## src/rtl/drive_arbiter.sv

```systemverilog
// Motion-signal arbiter: grants the car's four motion outputs to the active
// mode controller, with settle, reversal-gap and front-obstacle interlocks.
module drive_arbiter #(
    parameter int SETTLE_CYCLES = 8,
    parameter int REVERSE_GAP   = 4,
    parameter int CNT_W         = 4
) (
    input  logic       clk,
    input  logic       reset,
    input  logic [1:0] mode,
    input  logic [3:0] man_cmd,
    input  logic [3:0] semi_cmd,
    input  logic [3:0] auto_cmd,
    input  logic [3:0] detector,
    output logic       move_forward,
    output logic       move_backward,
    output logic       turn_left,
    output logic       turn_right,
    output logic [1:0] grant,
    output logic       blocked,
    output logic       busy,
    output logic [1:0] out_state
);

    typedef enum logic [1:0] {
        OFF    = 2'b00,
        SETTLE = 2'b01,
        DRIVE  = 2'b10,
        GAP    = 2'b11
    } state_t;

    localparam logic [CNT_W-1:0] SETTLE_LOAD = CNT_W'(SETTLE_CYCLES - 1);
    localparam logic [CNT_W-1:0] GAP_LOAD    = CNT_W'(REVERSE_GAP - 1);
    localparam logic [CNT_W-1:0] ONE         = CNT_W'(1);

    state_t           state;
    logic [CNT_W-1:0] count;
    logic [3:0]       req;
    logic [3:0]       san;
    logic             blk;
    logic             rev;
    logic             unused;

    assign unused    = ^detector[2:0];
    assign busy      = (state == SETTLE) || (state == GAP);
    assign out_state = state;

    // Sanitized request of the granted controller: {fwd, bwd, left, right}
    always_comb begin
        req = 4'b0000;
        case (grant)
            2'b11:   req = semi_cmd;
            2'b10:   req = auto_cmd;
            2'b01:   req = man_cmd;
            default: req = 4'b0000;
        endcase
        san = req;
        if (san[3] && san[2]) san[3:2] = 2'b00;
        if (san[1] && san[0]) san[1:0] = 2'b00;
        blk = san[3] && detector[3];
        if (blk) san[3] = 1'b0;
        rev = (move_forward && san[2]) || (move_backward && san[3]);
    end

    always_ff @(posedge clk) begin
        if (reset) begin
            state         <= OFF;
            count         <= '0;
            grant         <= 2'b00;
            blocked       <= 1'b0;
            move_forward  <= 1'b0;
            move_backward <= 1'b0;
            turn_left     <= 1'b0;
            turn_right    <= 1'b0;
        end else if (mode == 2'b00) begin
            state         <= OFF;
            grant         <= 2'b00;
            blocked       <= 1'b0;
            move_forward  <= 1'b0;
            move_backward <= 1'b0;
            turn_left     <= 1'b0;
            turn_right    <= 1'b0;
        end else if (mode != grant) begin
            state         <= SETTLE;
            grant         <= mode;
            count         <= SETTLE_LOAD;
            blocked       <= 1'b0;
            move_forward  <= 1'b0;
            move_backward <= 1'b0;
            turn_left     <= 1'b0;
            turn_right    <= 1'b0;
        end else begin
            case (state)
                SETTLE, GAP: begin
                    move_forward  <= 1'b0;
                    move_backward <= 1'b0;
                    turn_left     <= 1'b0;
                    turn_right    <= 1'b0;
                    if (count == '0) state <= DRIVE;
                    else count <= count - ONE;
                end
                DRIVE: begin
                    if (rev) begin
                        state         <= GAP;
                        count         <= GAP_LOAD;
                        blocked       <= 1'b0;
                        move_forward  <= 1'b0;
                        move_backward <= 1'b0;
                        turn_left     <= 1'b0;
                        turn_right    <= 1'b0;
                    end else begin
                        blocked       <= blk;
                        move_forward  <= san[3];
                        move_backward <= san[2];
                        turn_left     <= san[1];
                        turn_right    <= san[0];
                    end
                end
                default: state <= OFF;
            endcase
        end
    end

endmodule

```

## config.mk

```make
export PLATFORM = sky130hd
export DESIGN_NAME = drive_arbiter
export DESIGN_NICKNAME = d
export VERILOG_FILES = /design/src/rtl/drive_arbiter.sv
export SDC_FILE = /design/constraint.sdc
export NUM_CORES = 1
export LEC_CHECK = 0
export ABC_AREA = 1
export CORE_MARGIN = 3
export CORE_UTILIZATION = 46
export DETAILED_ROUTE_END_ITERATION = 7
export GPL_TIMING_DRIVEN = 0
export HOLD_SLACK_MARGIN = 0.12
export PLACE_DENSITY = 0.78
export SETUP_SLACK_MARGIN = 0.1
export SYNTH_ARGS = -nofsm -noshare
export SYNTH_HDL_FRONTEND = slang
export SYNTH_SLANG_ARGS = --single-unit
```

## constraint.sdc

```tcl
create_clock -name clk -period 3.1 [get_ports clk]
set_clock_uncertainty 0.15 [all_clocks]
set_input_delay 0.31 -clock clk [delete_from_list [all_inputs] [get_ports clk]]
set_output_delay 0.31 -clock clk [all_outputs]
set_load 0.01 [all_outputs]
```

==> metrics.cfg, run 1 <==
[sta]
finalHoldViolCount = 0
fin_ws_ns = 1.30
drv_slew = 0
max_freq_ghz = 0.556
timing.final.crit_share_pct = 58.0
setup_viol = 0
worst_pin_slew_ns = 0.375
tns_ns = 0
period_needed_ns = 1.80
rsz0062_at_grt = no
slew_headroom_pct = 74.7

[setup_path]
startpoint = out_state[0]
worstSetupStartpointType = flop
timing.rr.end = count[0]
r2r_cells = 8
crit_end = busy
critical_path_class = flop to output port
cp-end-kind = output port
cp.required_ns = 2.64
r2r_start = count[0]
worstPathMaxFanout = 7
critPathArrivalTime_ns = 1.34
regToRegSetupSlack_ns = 1.38

[die]
die_y_um = 48.4
die_x_um = 48.4
core_um2 = 1590
rows = 14
dieArea_um2 = 2340
pin_count = 30
start_util_pct = 51.8

[clock_network]
cts_max_path_buffers = 2
clk_latency_ns = 0.27
clk_pin_slew_ns = 0.07
clkSinkCount = 13
cts_tree = done
cts-root-buf = clkbuf_4
post-cts-setup-buffers = 0
ctsResizeCount = 0
htreeDepth = 1
cts_buffers = 3
cts_hold_buf = 0

[place]
gp_congestion = 0.801
dp_slack_ns = 1.22
placedCellCount = 171
hpwl_mm = 1.54
numPortBuffers = 26

[job]
max-cap-violations = 0

[synth]
yosys-top-cells-area = dfxtp_1, nand2_1, nand3_1
synthCells = 121
ys_async_sr_fraction_pct = 0
synth.most_common_cell = nand2_1
synth_top_area_cell = dfxtp_1
synth_top_area_share_pct = 31.5
synth_edf_count = 0
seq_area_frac_synth_pct = 31.5
ys_ff_latch = 13
syn_avg_cell_area_um2 = 6.82
netlist_area_um2 = 826
yosys_warnings = 0
synth-main-ff-cell = dfxtp_1
yosys-top-cells-count = nand2_1, nand3_1, dfxtp_1, inv_1, nor2_1
yosysUniqueCellTypes = 24
syn-num-nets = 142

[detailed_routing]
routedWlPerCell_um = 10.6
dr.first_iter.drc_count = 14
dr.pass1.iters = 4
num_vias = 860
viasPerCell = 4.91
totalWireLength_mm = 1.86
drcViolationCount = 0
detail-route-antenna-nets = 0

[cells_and_area]
final_util_pct = 71.7
instances_no_fill = 175
multi_input_area_um2 = 469
regArea_um2 = 260
syn_to_final_growth_pct = 38.3
nets = 173
drive_above_1_share_pct = 13.9
diodes = 0
fillers = 146

[grt]
antenna_found_initial = 0
grt_max_degree = 10
grt.overflow.total = 0
grt_pass1_vias = 816
grt_pass1_wl_mm = 3.37
track_usage_pct = 17.9

[pwr]
ir_drop_mv = 0.367
powerDensity_nw_per_um2 = 349
p_leak_uw = 0.000473

[status]
status = finished clean

[min_path]
hold_class = flop to flop

[per-stage QoR]
stage | cell area (µm²) | total power [µW] | hold slack, ns
after global routing | 1140 | 431 | 0.350
after floorplan | 826 | 256 | 0.272
final | 1140 | 399 | 0.325
after global placement | 1120 | 296 | 0.302
after CTS | 1140 | 404 | 0.328
after detailed placement | 1120 | 300 | 0.315
[worst min-delay path by stage]
stage          slack, ns        from         end  cells after the start
6_report            0.33  turn_right  turn_right                      2
5_1_grt             0.35  turn_right  turn_right                      2
4_1_cts             0.33     blocked     blocked                      2
3_5_place_dp        0.31     blocked     blocked                      2
3_3_place_gp        0.30  turn_right  turn_right                      2
2_1_floorplan       0.27     mode[0]    grant[0]                      2
[where the power goes]
| group | internal (µW) | switching (µW) |
|---|---|---|
| Clock | 49.9 | 53.8 |
| Combinational | 54.2 | 56.4 |
| Sequential | 176 | 8.82 |
| Total | 280 | 119 |
[kinds of logic after synthesis]
logic type | synth area share [%]
flops | 31.5
fa+ha+maj | 1.51
xor+xnor | 3.18
compound gates | 13.0
buf+inv | 11.7
simple gates | 39.1
[registers in the layout (all words and copies together), names as in the netlist]
signal / cells
blocked: 1
move_backward: 1
move_forward: 1
count: 4
out_state: 2
grant: 2
turn_right: 1
turn_left: 1
[final cells by class]
cell class	instances	share of cell area (%)
multi-input cells	87	41.1
flip-flops and latches	13	22.8
repair buffers	26	22.8
inverters	18	6.13
well taps	24	2.63
clock buffers	4	2.30
plain buffers	3	2.30
[cells in the final DEF (no fill, tap or decap), types with 2 or more instances in the layout]
cell type	n
clkdlybuf4s50_1	26
nand2_1	22
nand3_1	16
inv_1	13
nor2_1	13
dfxtp_1	13
a21oi_1	12
inv_2	4
nand4_1	4
nand3_2	3
nand2_2	3
clkbuf_4	3
clkbuf_1	2
buf_6	2
nor2_2	2
xnor2_1	2
o21ai_0	2
[per-layer routing]
metal / share of wire [%] / global-route usage, % / wire length [µm]
met1: 45 / 22.1 / 846
met2: 48 / 30.3 / 899
met3: 5.0 / 5.83 / 93
met4: 1.2 / 4.27 / 22
met5: 0 / 0 / 0
[worst max-delay path, stage by stage (launching register included)]
cell             delay, ns
dfxtp_1               0.42
clkbuf_1              0.11
clkdlybuf4s50_1       0.54
Note: power is estimated with default switching activity, not from simulation.
==> run 2: changes to the inputs <==
- CORE_UTILIZATION: 46 -> 43
- PLACE_DENSITY: 0.78 -> 0.74
- clock period: 3.1 -> 1.7 ns (I/O delays scaled with it)
==> metrics.cfg, run 2 (synthesized netlist as in run 1, its figures left out) <==
[status]
status = finished clean

[setup_path]
r2r_start = grant[0]
timing.rr.end = count[0]
critPathArrivalTime_ns = 1.63
worstPathMaxFanout = 8
r2r_cells = 13
slowest_delay_ns = 0.35
cp.required_ns = 1.77
crit_slowest_cell = dfxtp_2
critical_path_class = flop to flop
regToRegSetupSlack_ns = 0.13
cp-end-kind = flop
worstSetupStartpointType = flop
path_cells = buf_8, inv_6, nand2_4, nand2_4, nor2_4, nand3_2, nand2_2, inv_2, nand3_4, nand2_2, nand2_1, nand2_1, nor2_2

[pwr]
swShare_pct = 30.6
p_leak_uw = 0.000519
p_seq_share_pct = 44.2
power_frac_clock_pct = 24.4
p_int_uw = 535
p_switching_uw = 235
comb_power_share_pct = 31.4
powerDensity_nw_per_um2 = 596
finalPower_uw = 770
ir_drop_mv = 0.673

[grt]
grt_pass1_wl_mm = 3.48
track_usage_pct = 18.2
grt.overflow.total = 0
antenna_found_initial = 0
grt_max_degree = 10
grt_pass1_vias = 883

[place]
hpwl_mm = 1.59
post_dp_cell_area_um2 = 1120
numPortBuffers = 26
gp_congestion = 0.865

[die]
core_um2 = 1760
die_x_um = 49.8
start_util_pct = 46.8
rows = 15
dieArea_um2 = 2480
pin_count = 30
die_y_um = 49.8

[clock_network]
cts_hold_buf = 0
cts_tree = done
cts-root-buf = clkbuf_4
clk_pin_slew_ns = 0.07
clkSinkCount = 13
clk_latency_ns = 0.28
cts_max_path_buffers = 2
cts_buffers = 3
htreeDepth = 1

[sta]
period_needed_ns = 1.57
slew_headroom_pct = 82.8
rsz0062_at_grt = yes
finalHoldViolCount = 0
worst_pin_slew_ns = 0.257
timing.final.crit_share_pct = 92.1
drv_slew = 0
max_freq_ghz = 0.639
setup_viol = 0

[cells_and_area]
fillers = 142
final_cell_mix = clkdlybuf4s50_1, nand2_1, nand3_1
syn_to_final_growth_pct = 56.5
layout_commonest_cell = clkdlybuf4s50_1
drive_above_1_share_pct = 31.0
final_area_um2 = 1290
nets = 180
largest_reg_flops = 4
largest-register = count
diodes = 0

[min_path]
hold_path_end = turn_right
hold_class = flop to flop
hold_depth = 2
hold_start = turn_right

[detailed_routing]
drcViolationCount = 0
detail-route-antenna-nets = 0
dr.pass1.iters = 4
viasPerCell = 5.01
routedWlPerCell_um = 11.9
dr.first_iter.drc_count = 9
num_vias = 916
totalWireLength_mm = 2.17

[job]
max-cap-violations = 0

-- run 2: cell type report --
class                      instances  area [µm²]  area share (%)
buffer                             3        30.0            2.32
clock buffer                       4        26.3            2.03
inverter                          18        77.6            6.00
multi-input combinational         87         544            42.1
sequential                        13         272            21.0
tap                               25        31.3            2.42
timing repair buffer              33         312            24.1
-- run 2: worst max-delay path by stage --
stage	to	depth (start not counted)	slack [ns]	start
final	count[0]	13	0.13	grant[0]
after global routing	count[0]	13	-0.002	grant[1]
after CTS	count[0]	8	0.11	count[0]
after detailed placement	count[0]	8	-0.04	mode[0]
after global placement	count[0]	8	-0.0007	mode[0]
after floorplan	count[0]	8	0.16	count[0]
-- run 2: power groups by stage --
stage	combinational, µW	sequential [µW]	clock (µW)
after global routing	265	342	214
after CTS	209	338	196
final	242	341	188
after floorplan	124	343	0
after detailed placement	201	344	0
after global placement	196	344	0
-- run 2: worst max-delay path: cells and delay by family (launching register included) --
family,cells,cell delay [ns]
flip-flops,1,0.35
AND/OR/NAND/NOR,10,0.75
buffers and inverters,3,0.24
-- run 2: per-stage QoR --
| step | instances | worst slack (ns) | TNS [ns] | util [%] | hold WS (ns) |
|---|---|---|---|---|---|
| detailed placement | 172 | -0.0371 | -0.0685 | 63.3 | 0.317 |
| floorplan | 121 | 0.156 | 0 | - | 0.132 |
| global route | 183 | -0.00204 | -0.00204 | 73.3 | 0.358 |
| finish | 183 | 0.134 | 0 | 73.3 | 0.323 |
| global placement | 172 | -0.000671 | -0.000671 | 63.3 | 0.303 |
| CTS | 179 | 0.106 | 0 | 66.7 | 0.328 |
-- run 2: layer usage --
| metal | GRT usage [%] | vias to the layer above | routed length, µm | part of all wire (%) |
|---|---|---|---|---|
| met3 | 6.34 | 5 | 74 | 3.4 |
| met2 | 33.3 | 14 | 1230 | 57 |
| met5 | 0 | - | 0 | 0 |
| met4 | 6.45 | 0 | 29 | 1.3 |
| li1 | - | 471 | - | - |
| met1 | 18.9 | 426 | 838 | 39 |
-- run 2: timing repair --
action / in CTS / in global routing
pin swaps: 2 / 9
setup endpoints to repair: 5 / 11
resized for setup: 7 / 26
cloned: 0 / 0
buffers inserted: 3 / 4
